===== src/rtl/simon_decrypt.sv =====
// ----------------------------------------------------------------------------
// simon_decrypt
//   Iterative Simon32/64 decryption core. A request first forward-expands the
//   key schedule until the four-word window holds k28..k31, then runs the 32
//   inverse rounds while regenerating the round keys backward on the fly, so
//   no round-key storage beyond the window is needed.
//
// Ports
//   clk      rising-edge clock
//   reset_n  asynchronous active-low reset
//   start    decryption request, sampled only in IDLE or DONE
//   key_in   64-bit key {k3,k2,k1,k0}, k0 in bits [15:0]
//   ct_in    ciphertext {x,y}, x in the upper half, captured with start
//   busy     high while expanding keys or decrypting
//   done     one-cycle pulse when pt_out becomes valid
//   pt_out   plaintext {x,y}, held until the next accepted start
// ----------------------------------------------------------------------------
module simon_decrypt #(
    parameter int unsigned WORD   = 16,
    parameter int unsigned ROUNDS = 32
) (
    input  logic              clk,
    input  logic              reset_n,
    input  logic              start,
    input  logic [4*WORD-1:0] key_in,
    input  logic [2*WORD-1:0] ct_in,
    output logic              busy,
    output logic              done,
    output logic [2*WORD-1:0] pt_out
);

    localparam int unsigned CNT_W = $clog2(ROUNDS);
    localparam logic [CNT_W-1:0] CNT_LAST_EXP = CNT_W'(ROUNDS - 5);
    localparam logic [CNT_W-1:0] CNT_TOP      = CNT_W'(ROUNDS - 1);
    localparam logic [WORD-1:0]  C_CONST      = {{(WORD-2){1'b1}}, 2'b00};
    // z0 sequence; index 0 is the leftmost (most significant) bit.
    localparam logic [61:0] Z_SEQ =
        62'b11111010001001010110000111001101111101000100101011000011100110;

    typedef enum logic [1:0] {
        IDLE    = 2'd0,
        EXPAND  = 2'd1,
        DECRYPT = 2'd2,
        DONE    = 2'd3
    } state_t;

    function automatic logic [WORD-1:0] rol(input logic [WORD-1:0] v,
                                            input int unsigned j);
        return (v << j) | (v >> (WORD - j));
    endfunction

    function automatic logic [WORD-1:0] ror(input logic [WORD-1:0] v,
                                            input int unsigned j);
        return rol(v, WORD - j);
    endfunction

    function automatic logic [WORD-1:0] f_round(input logic [WORD-1:0] v);
        return (rol(v, 1) & rol(v, 8)) ^ rol(v, 2);
    endfunction

    state_t            state_q, state_d;
    logic [WORD-1:0]   w0_q, w1_q, w2_q, w3_q;
    logic [WORD-1:0]   w0_d, w1_d, w2_d, w3_d;
    logic [WORD-1:0]   x_q, y_q, x_d, y_d;
    logic [CNT_W-1:0]  cnt_q, cnt_d;
    logic              busy_q, busy_d;
    logic              done_q, done_d;
    logic [2*WORD-1:0] pt_q, pt_d;

    logic [5:0]        z_idx;
    logic              z_bit;
    logic [WORD-1:0]   z_word;
    logic [WORD-1:0]   t_fwd, t_bwd;
    logic [WORD-1:0]   key_new, key_prev;
    logic [WORD-1:0]   y_next;

    // Forward step reads z[cnt]; backward step for round i reads z[i-4].
    // Below i = 4 the regenerated key is never used, so any index will do.
    always_comb begin
        z_idx = 6'(cnt_q);
        if (state_q == DECRYPT) begin
            z_idx = (cnt_q >= CNT_W'(4)) ? (6'(cnt_q) - 6'd4) : '0;
        end
        z_bit  = Z_SEQ[6'd61 - z_idx];
        z_word = {{(WORD-1){1'b0}}, z_bit};

        t_fwd    = ror(w3_q, 3) ^ w1_q;
        key_new  = w0_q ^ C_CONST ^ z_word ^ t_fwd ^ ror(t_fwd, 1);

        t_bwd    = ror(w2_q, 3) ^ w0_q;
        key_prev = w3_q ^ C_CONST ^ z_word ^ t_bwd ^ ror(t_bwd, 1);

        y_next   = x_q ^ f_round(y_q) ^ w3_q;
    end

    always_comb begin
        state_d = state_q;
        w0_d    = w0_q;
        w1_d    = w1_q;
        w2_d    = w2_q;
        w3_d    = w3_q;
        x_d     = x_q;
        y_d     = y_q;
        cnt_d   = cnt_q;
        pt_d    = pt_q;
        done_d  = 1'b0;

        case (state_q)
            IDLE, DONE: begin
                if (start) begin
                    w0_d    = key_in[WORD-1:0];
                    w1_d    = key_in[2*WORD-1:WORD];
                    w2_d    = key_in[3*WORD-1:2*WORD];
                    w3_d    = key_in[4*WORD-1:3*WORD];
                    x_d     = ct_in[2*WORD-1:WORD];
                    y_d     = ct_in[WORD-1:0];
                    cnt_d   = '0;
                    state_d = EXPAND;
                end
            end
            EXPAND: begin
                w0_d  = w1_q;
                w1_d  = w2_q;
                w2_d  = w3_q;
                w3_d  = key_new;
                cnt_d = cnt_q + CNT_W'(1);
                if (cnt_q == CNT_LAST_EXP) begin
                    cnt_d   = CNT_TOP;
                    state_d = DECRYPT;
                end
            end
            DECRYPT: begin
                x_d   = y_q;
                y_d   = y_next;
                w3_d  = w2_q;
                w2_d  = w1_q;
                w1_d  = w0_q;
                w0_d  = key_prev;
                cnt_d = cnt_q - CNT_W'(1);
                if (cnt_q == '0) begin
                    pt_d    = {y_q, y_next};
                    done_d  = 1'b1;
                    state_d = DONE;
                end
            end
            default: state_d = IDLE;
        endcase

        busy_d = (state_d == EXPAND) || (state_d == DECRYPT);
    end

    always_ff @(posedge clk or negedge reset_n) begin
        if (!reset_n) begin
            state_q <= IDLE;
            w0_q    <= '0;
            w1_q    <= '0;
            w2_q    <= '0;
            w3_q    <= '0;
            x_q     <= '0;
            y_q     <= '0;
            cnt_q   <= '0;
            busy_q  <= 1'b0;
            done_q  <= 1'b0;
            pt_q    <= '0;
        end else begin
            state_q <= state_d;
            w0_q    <= w0_d;
            w1_q    <= w1_d;
            w2_q    <= w2_d;
            w3_q    <= w3_d;
            x_q     <= x_d;
            y_q     <= y_d;
            cnt_q   <= cnt_d;
            busy_q  <= busy_d;
            done_q  <= done_d;
            pt_q    <= pt_d;
        end
    end

    assign busy   = busy_q;
    assign done   = done_q;
    assign pt_out = pt_q;

endmodule


===== config.mk =====
export PLATFORM = sky130hd
export DESIGN_NAME = simon_decrypt
export DESIGN_NICKNAME = d
export VERILOG_FILES = /design/src/rtl/simon_decrypt.sv
export SDC_FILE = /design/constraint.sdc
export NUM_CORES = 1
export LEC_CHECK = 0
export ABC_AREA = 1
export CAP_MARGIN = 0
export CORE_MARGIN = 3
export CORE_UTILIZATION = 59
export CTS_CLUSTER_DIAMETER = 80
export CTS_CLUSTER_SIZE = 8
export DETAILED_ROUTE_END_ITERATION = 10
export GPL_ROUTABILITY_DRIVEN = 0
export HOLD_SLACK_MARGIN = 0.12
export PLACE_DENSITY = 0.87
export SETUP_SLACK_MARGIN = 0.4
export SLEW_MARGIN = 25
export SYNTH_ARGS = -nofsm -noshare
export SYNTH_HDL_FRONTEND = slang
export SYNTH_SLANG_ARGS = --single-unit
export TNS_END_PERCENT = 30

===== constraint.sdc =====
create_clock -name clk -period 5.35 [get_ports clk]
set_clock_uncertainty 0.05 [all_clocks]
set_input_delay 1.3375 -clock clk [delete_from_list [all_inputs] [get_ports clk]]
set_output_delay 1.3375 -clock clk [all_outputs]
set_load 0.02 [all_outputs]

==> metrics, run 1 <==
Int Power 0.003441 W; #FFs+latches synth 137; Reg power frac 33.1%; r2r startpoint state_q[0]; nets 1273; Tightest Pin Transition 0.9764 ns; count of cell types in the netlist 37; main combinational cell family by area after synthesis simple AND/OR/NAND/NOR gates; ANT nets after route 0; placeable core area 13560 um2; CP Max Fanout 64; I/O pin count 133; CTS Buffer Depth 2; root buf cell clkbuf_16; Netlist Area Pre-Place 8354 um2; met2 Track Usage GR 46.41%; Max transition margin 34.67%; R2R Setup Slk 1.78 ns; crit path launch state_q[0]; post-CTS sizing 0; Clk pwr share 16.4%; Critical Path Start Type register; PortBufs 132; Final Hold Violating Endpoints 0; H-tree Lvls 4; CP cell instances inv_1, ha_1, buf_4, inv_2, nor2_4, inv_1, nand2_2, o21ai_0, o22ai_1; Max stage delay on crit path 0.78 ns; crit path to y_q[0]; MaxCap Viol Count 0; YS warnings 0; fraction of registers with async set/reset 100.0%; n_diodes 0; leading area contributor after synthesis dfrtp_1; # rows 42; reg-to-reg endpoint y_q[0]; Post-CTS Setup Bufs 0; period utilization 66.74%; crit path kind register to register; initial DRC count 1077; Area after DPL 9724 um2; simple-gate portion of the synthesized area 21.63%; most used routing layer met2; commonest cells after routing, fill and taps aside 327 x nand2_1, 137 x dfrtp_1, 131 x clkdlybuf4s50_1; first-pass GRT wire length 37370 um; P_sw 0.002930 W; critical path data arrival time 3.79 ns; post-route cell area 10240 um2; cell mode on critical path inv_1; post-synthesis mux area share 0%; compound-cell area share of the yosys netlist 15.10%; Clock transition at path regs 0.06 ns; Mean Syn Cell Area 7.889 um2; Final Max Slew Viols 0; Detail Placement HPWL 16000 um; Worst Hold Class register to register; routed len/inst 17.34 um; f_max 280.0 MHz; share of cells above drive strength 1 5.973%; height of the chip 125.0 um; Layout area overhead 22.57%; DRT Pass-1 Iters 6; endpoint type of the worst setup path register; vias per inst 5.815; largest net degree at the start of global routing 102; Cells after Synth 1059; CTS tree built; Setup TNS 0 ns; synthesized net count 1173; Peak supply drop 0.0003566 V; Total GRT Usage 29.41%; Final Critical Period 3.571 ns; number of setup violations in the final report 0; XOR/XNOR Fraction of Synth Area 12.79%; Initial Util 61.62%; RSZ-0062 raised after global routing no; initial antenna violation count 0; via count 7838; post-synthesis sequential area ratio 41.04%; GR Util met3 5.757%; die area 15620 um2; DRT Wirelength 23380 um; Chip Width 125.0 um; TritonCTS Buffers 17; TritonCTS Sinks 137; Worst Path Required 5.56 ns; status complete, no violations; Pleak 4.550 nW; CTS Hold Bufs 0; top-area cell type share of the netlist area 41.04%; main flop type after synthesis dfrtp_1; logic gate share of total power 50.5%; EDFF count, synth 0; Synth Area in Adders 2.247%; switch share 45.99%; Worst R2R Path Depth 9; # DRC 0; vias in the first global route 7346; met1 GRT Util 40.50%; top cells by area, synth dfrtp_1 41%, nand2_1 15%, xor2_1 9.2%, o21ai_0 4.7%, inv_1 4.0%; Clk Latency, worst-skew pair 0.43 ns; most common cell after layout, fill and taps aside nand2_1; P per Cell Area 622.2 nW/um2; crit path max-delay cell type nand2_2; global route total overflow 0
[cells by family (layout without fill, tap and decap cells)]
| logic type | after synthesis | after routing |
|---|---|---|
| AOI/OAI and AO/OA | 196 | 196 |
| buffers and inverters | 153 | 266 |
| adders and majority gates | 15 | 15 |
| xor gates and xnor gates | 122 | 122 |
| DFF | 137 | 137 |
| and+or+nand+nor | 436 | 436 |
[area by class of cell]
class	instances	area, um2
Clock buffer	20	436.7
Tap cell	176	220.2
Fill cell	982	3318
Clock inverter	12	78.83
Timing Repair Buffer	139	1375
Inverter	95	356.6
Multi-Input combinational cell	769	4344
Sequential cell	137	3428
[power by group through the flow]
stage / registers (W) / clock network (W) / logic (W)
after floorplan: 0.00203 / 0 / 0.00225
after global placement: 0.00208 / 0 / 0.00308
after detailed placement: 0.00210 / 0 / 0.00317
after CTS: 0.00208 / 0.00105 / 0.00319
after global routing: 0.00215 / 0.00110 / 0.00354
final: 0.00211 / 0.00105 / 0.00322
[metal layers]
metal  wire length, um  vias up
li1                  -     3673
met4               696        0
met3              2069       72
met2             10990      431
met5                 0        -
met1              9623     3662
[registers in the layout, indices dropped and copies added (netlist names)]
name     cells
w3_q        16
w1_q        16
done         1
cnt_q        5
pt_out      32
w2_q        16
x_q         16
y_q         16
busy         1
w0_q        16
state_q      2
[critical path: cells and delay by family, from the launching register on]
kind	cells	cell delay, ns
buf+inv	4	1.49
simple gates	2	0.82
compound gates	2	0.49
flops	1	0.35
fa+ha+maj	1	0.20
[worst min-delay path by stage]
stage / startpoint / endpoint / slack, ns / cells past startpoint
floorplan: w0_q[0] / w1_q[0] / 0.45 / 2
global placement: pt_out[4] / pt_out[4] / 0.41 / 2
detailed placement: pt_out[11] / pt_out[11] / 0.42 / 2
CTS: pt_out[11] / pt_out[11] / 0.43 / 2
global route: pt_out[7] / pt_out[7] / 0.44 / 2
finish: pt_out[2] / pt_out[2] / 0.43 / 2
[cells in the mapped netlist (7+ instances only)]
cell / number
clkbuf_1: 36
xnor2_1: 34
buf_2: 16
nand2_2: 9
a221oi_1: 7
inv_1: 89
ha_1: 15
o22ai_1: 18
nor2_1: 48
nand2_1: 327
xor2_1: 88
a21oi_1: 17
dfrtp_1: 137
nand3_1: 24
o21ai_0: 78
o211ai_1: 24
o2111ai_1: 31
nand4_1: 12
[through the flow]
stage | hold slack [ns] | util, % | setup WS, ns | power [W] | std cells
4_1_cts | 0.4327 | 75.53 | 1.880 | 0.006323 | 1348
5_1_grt | 0.4414 | 75.53 | 1.540 | 0.006791 | 1348
6_report | 0.4307 | 75.53 | 1.779 | 0.006371 | 1348
3_5_place_dp | 0.4171 | 71.72 | 1.758 | 0.005263 | 1316
3_3_place_gp | 0.4128 | 71.72 | 1.805 | 0.005155 | 1316
2_1_floorplan | 0.4477 | - | 2.857 | 0.004278 | 1059
No activity file was read; power rests on OpenSTA's default activity.
==> inputs of run 2 (changes only) <==
Settings changed: CORE_UTILIZATION 59 to 55, PLACE_DENSITY 0.87 to 0.82.
Clock period 5.35 ns to 3.5 ns, I/O delays scaled along.
==> run 2 against run 1 <==
Setup slack got worse by 1.1 ns. Sequential share of layout area fell by 0.28 points. Global-route usage decreased by 0.52 points. First-iteration DRC count shrank 12%. Largest cell class unchanged.
==> metrics, run 2 (synthesis results as in run 1) <==
status complete, no violations; final worst slack 0.6860 ns; Worst Hold Class primary input to async pin; max reg flops 32; Worst Path Required 3.75 ns; Layout area overhead 23.59%; routed len/inst 17.46 um; ANT nets after route 0; P per Cell Area 949.7 nW/um2; Clock transition at path regs 0.06 ns; initial DRC count 943; Pleak 4.593 nW; Final Max Slew Viols 0; Peak supply drop 0.0005285 V; via count 7938; Final Hold Violating Endpoints 0; Final Critical Period 2.814 ns; crit path max-delay cell type dfrtp_1; vias in the first global route 7488; commonest cells after routing, fill and taps aside 327 x nand2_1, 137 x dfrtp_1, 131 x clkdlybuf4s50_1; Setup TNS 0 ns; Initial Util 56.84%; DRT Wirelength 23790 um; GR Util met3 6.925%; number of setup violations in the final report 0; CP cell instances inv_1, ha_1, ha_1, nand3_4, nand2_4, inv_2, ha_1, inv_1, nand2_1, o21ai_0, nand2_1, nand3_1, nand3_1, nand2_1, nand2_1, nand3_1, nand2_1; crit path kind register to register; vias per inst 5.828; root buf cell clkbuf_16; TritonCTS Sinks 137; I/O pin count 133; first-pass GRT wire length 37840 um; largest net degree at the start of global routing 72; RSZ-0062 raised after global routing no; DRT Pass-1 Iters 6; Detail Placement HPWL 16470 um; n_diodes 0; MaxCap Viol Count 0; post-CTS sizing 0; height of the chip 129.2 um; CTS tree built; placeable core area 14700 um2; # fillers 1115; # rows 44; global route total overflow 0; Final Core Density 70.24%; die area 16700 um2; Total GRT Usage 28.89%; critical path data arrival time 3.07 ns; Clk Latency, worst-skew pair 0.42 ns; most used routing layer met2; nets 1280; endpoint type of the worst setup path register; met1 GRT Util 39.45%; Post-CTS Setup Bufs 0; most common cell after layout, fill and taps aside nand2_1; Max transition margin 54.07%; hold slack final 0.4154 ns; # DRC 0; f_max 355.4 MHz; initial antenna violation count 1; Critical Path Start Type register; PortBufs 132; Place WS 0.7012 ns; post-route cell area 10320 um2; cell mode on critical path nand2_1; Max stage delay on crit path 0.43 ns; CP Max Fanout 7; CTS Buffer Depth 2; Area after DPL 9799 um2; share of cells above drive strength 1 6.367%; CTS Hold Bufs 0; period utilization 80.40%; Tightest Pin Transition 0.6889 ns; TritonCTS Buffers 17; Chip Width 129.2 um; met2 Track Usage GR 46.10%; H-tree Lvls 4
[run 2: changes by cell type in the layout (fill, tap and decap cells not counted)]
| cell | previous run | this run |
|---|---|---|
| inv_1 | 88 | 89 |
| inv_6 | 1 | 0 |
| buf_4 | 7 | 13 |
| buf_12 | 0 | 1 |
| inv_2 | 6 | 5 |
| clkinv_4 | 2 | 0 |
| clkbuf_8 | 0 | 3 |
| clkinv_2 | 6 | 5 |
[run 2: final timing paths]
kind                             from          to  slack (ns)  cells after the start
setup / recovery             cnt_q[2]     w3_q[0]        0.69                     17
hold / removal                reset_n  pt_out[20]        0.42                      1
setup reg to reg             cnt_q[2]     w3_q[0]        0.69                     17
hold reg to reg            pt_out[12]  pt_out[12]        0.43                      2
max in group asynchronous     reset_n    w2_q[15]        2.23                      2
min in group clk           pt_out[12]  pt_out[12]        0.43                      2
[run 2: per-stage QoR]
stage          cells  power (W)
2_1_floorplan   1059   0.006539
3_3_place_gp    1331   0.007928
3_5_place_dp    1331   0.008083
4_1_cts         1362   0.009763
5_1_grt         1362    0.01050
6_report        1362   0.009805
[run 2: final cells by class]
type | instances | area (um2) | share of cell area, %
clock buffers | 23 | 478.0 | 4.629
clock inverters | 8 | 47.55 | 0.4605
inverters | 95 | 356.6 | 3.454
multi-input cells | 769 | 4344 | 42.07
flip-flops and latches | 137 | 3428 | 33.20
well taps | 184 | 230.2 | 2.230
repair buffers | 146 | 1440 | 13.95
[run 2: layer usage]
metal	routed length (um)	share of wire, %	up-vias
met3	2358	9.9	40
met4	442	1.9	2
met1	9720	41	3771
met2	11250	47	441
met5	13	0.055	-
li1	-	-	3684
[run 2: where the power goes]
| group | switching, W | total (W) | leakage, nW | internal (W) |
|---|---|---|---|---|
| clock | 0.000663 | 0.00161 | 0.255 | 0.000949 |
| combinational | 0.00293 | 0.00498 | 2.64 | 0.00205 |
| sequential | 0.000874 | 0.00321 | 1.70 | 0.00234 |
[run 2: critical path: cells and delay by family (launching register included)]
kind	cells	cell delay, ns
flops	1	0.43
simple gates	10	0.85
fa+ha+maj	3	0.84
compound gates	1	0.08
buf+inv	3	0.43
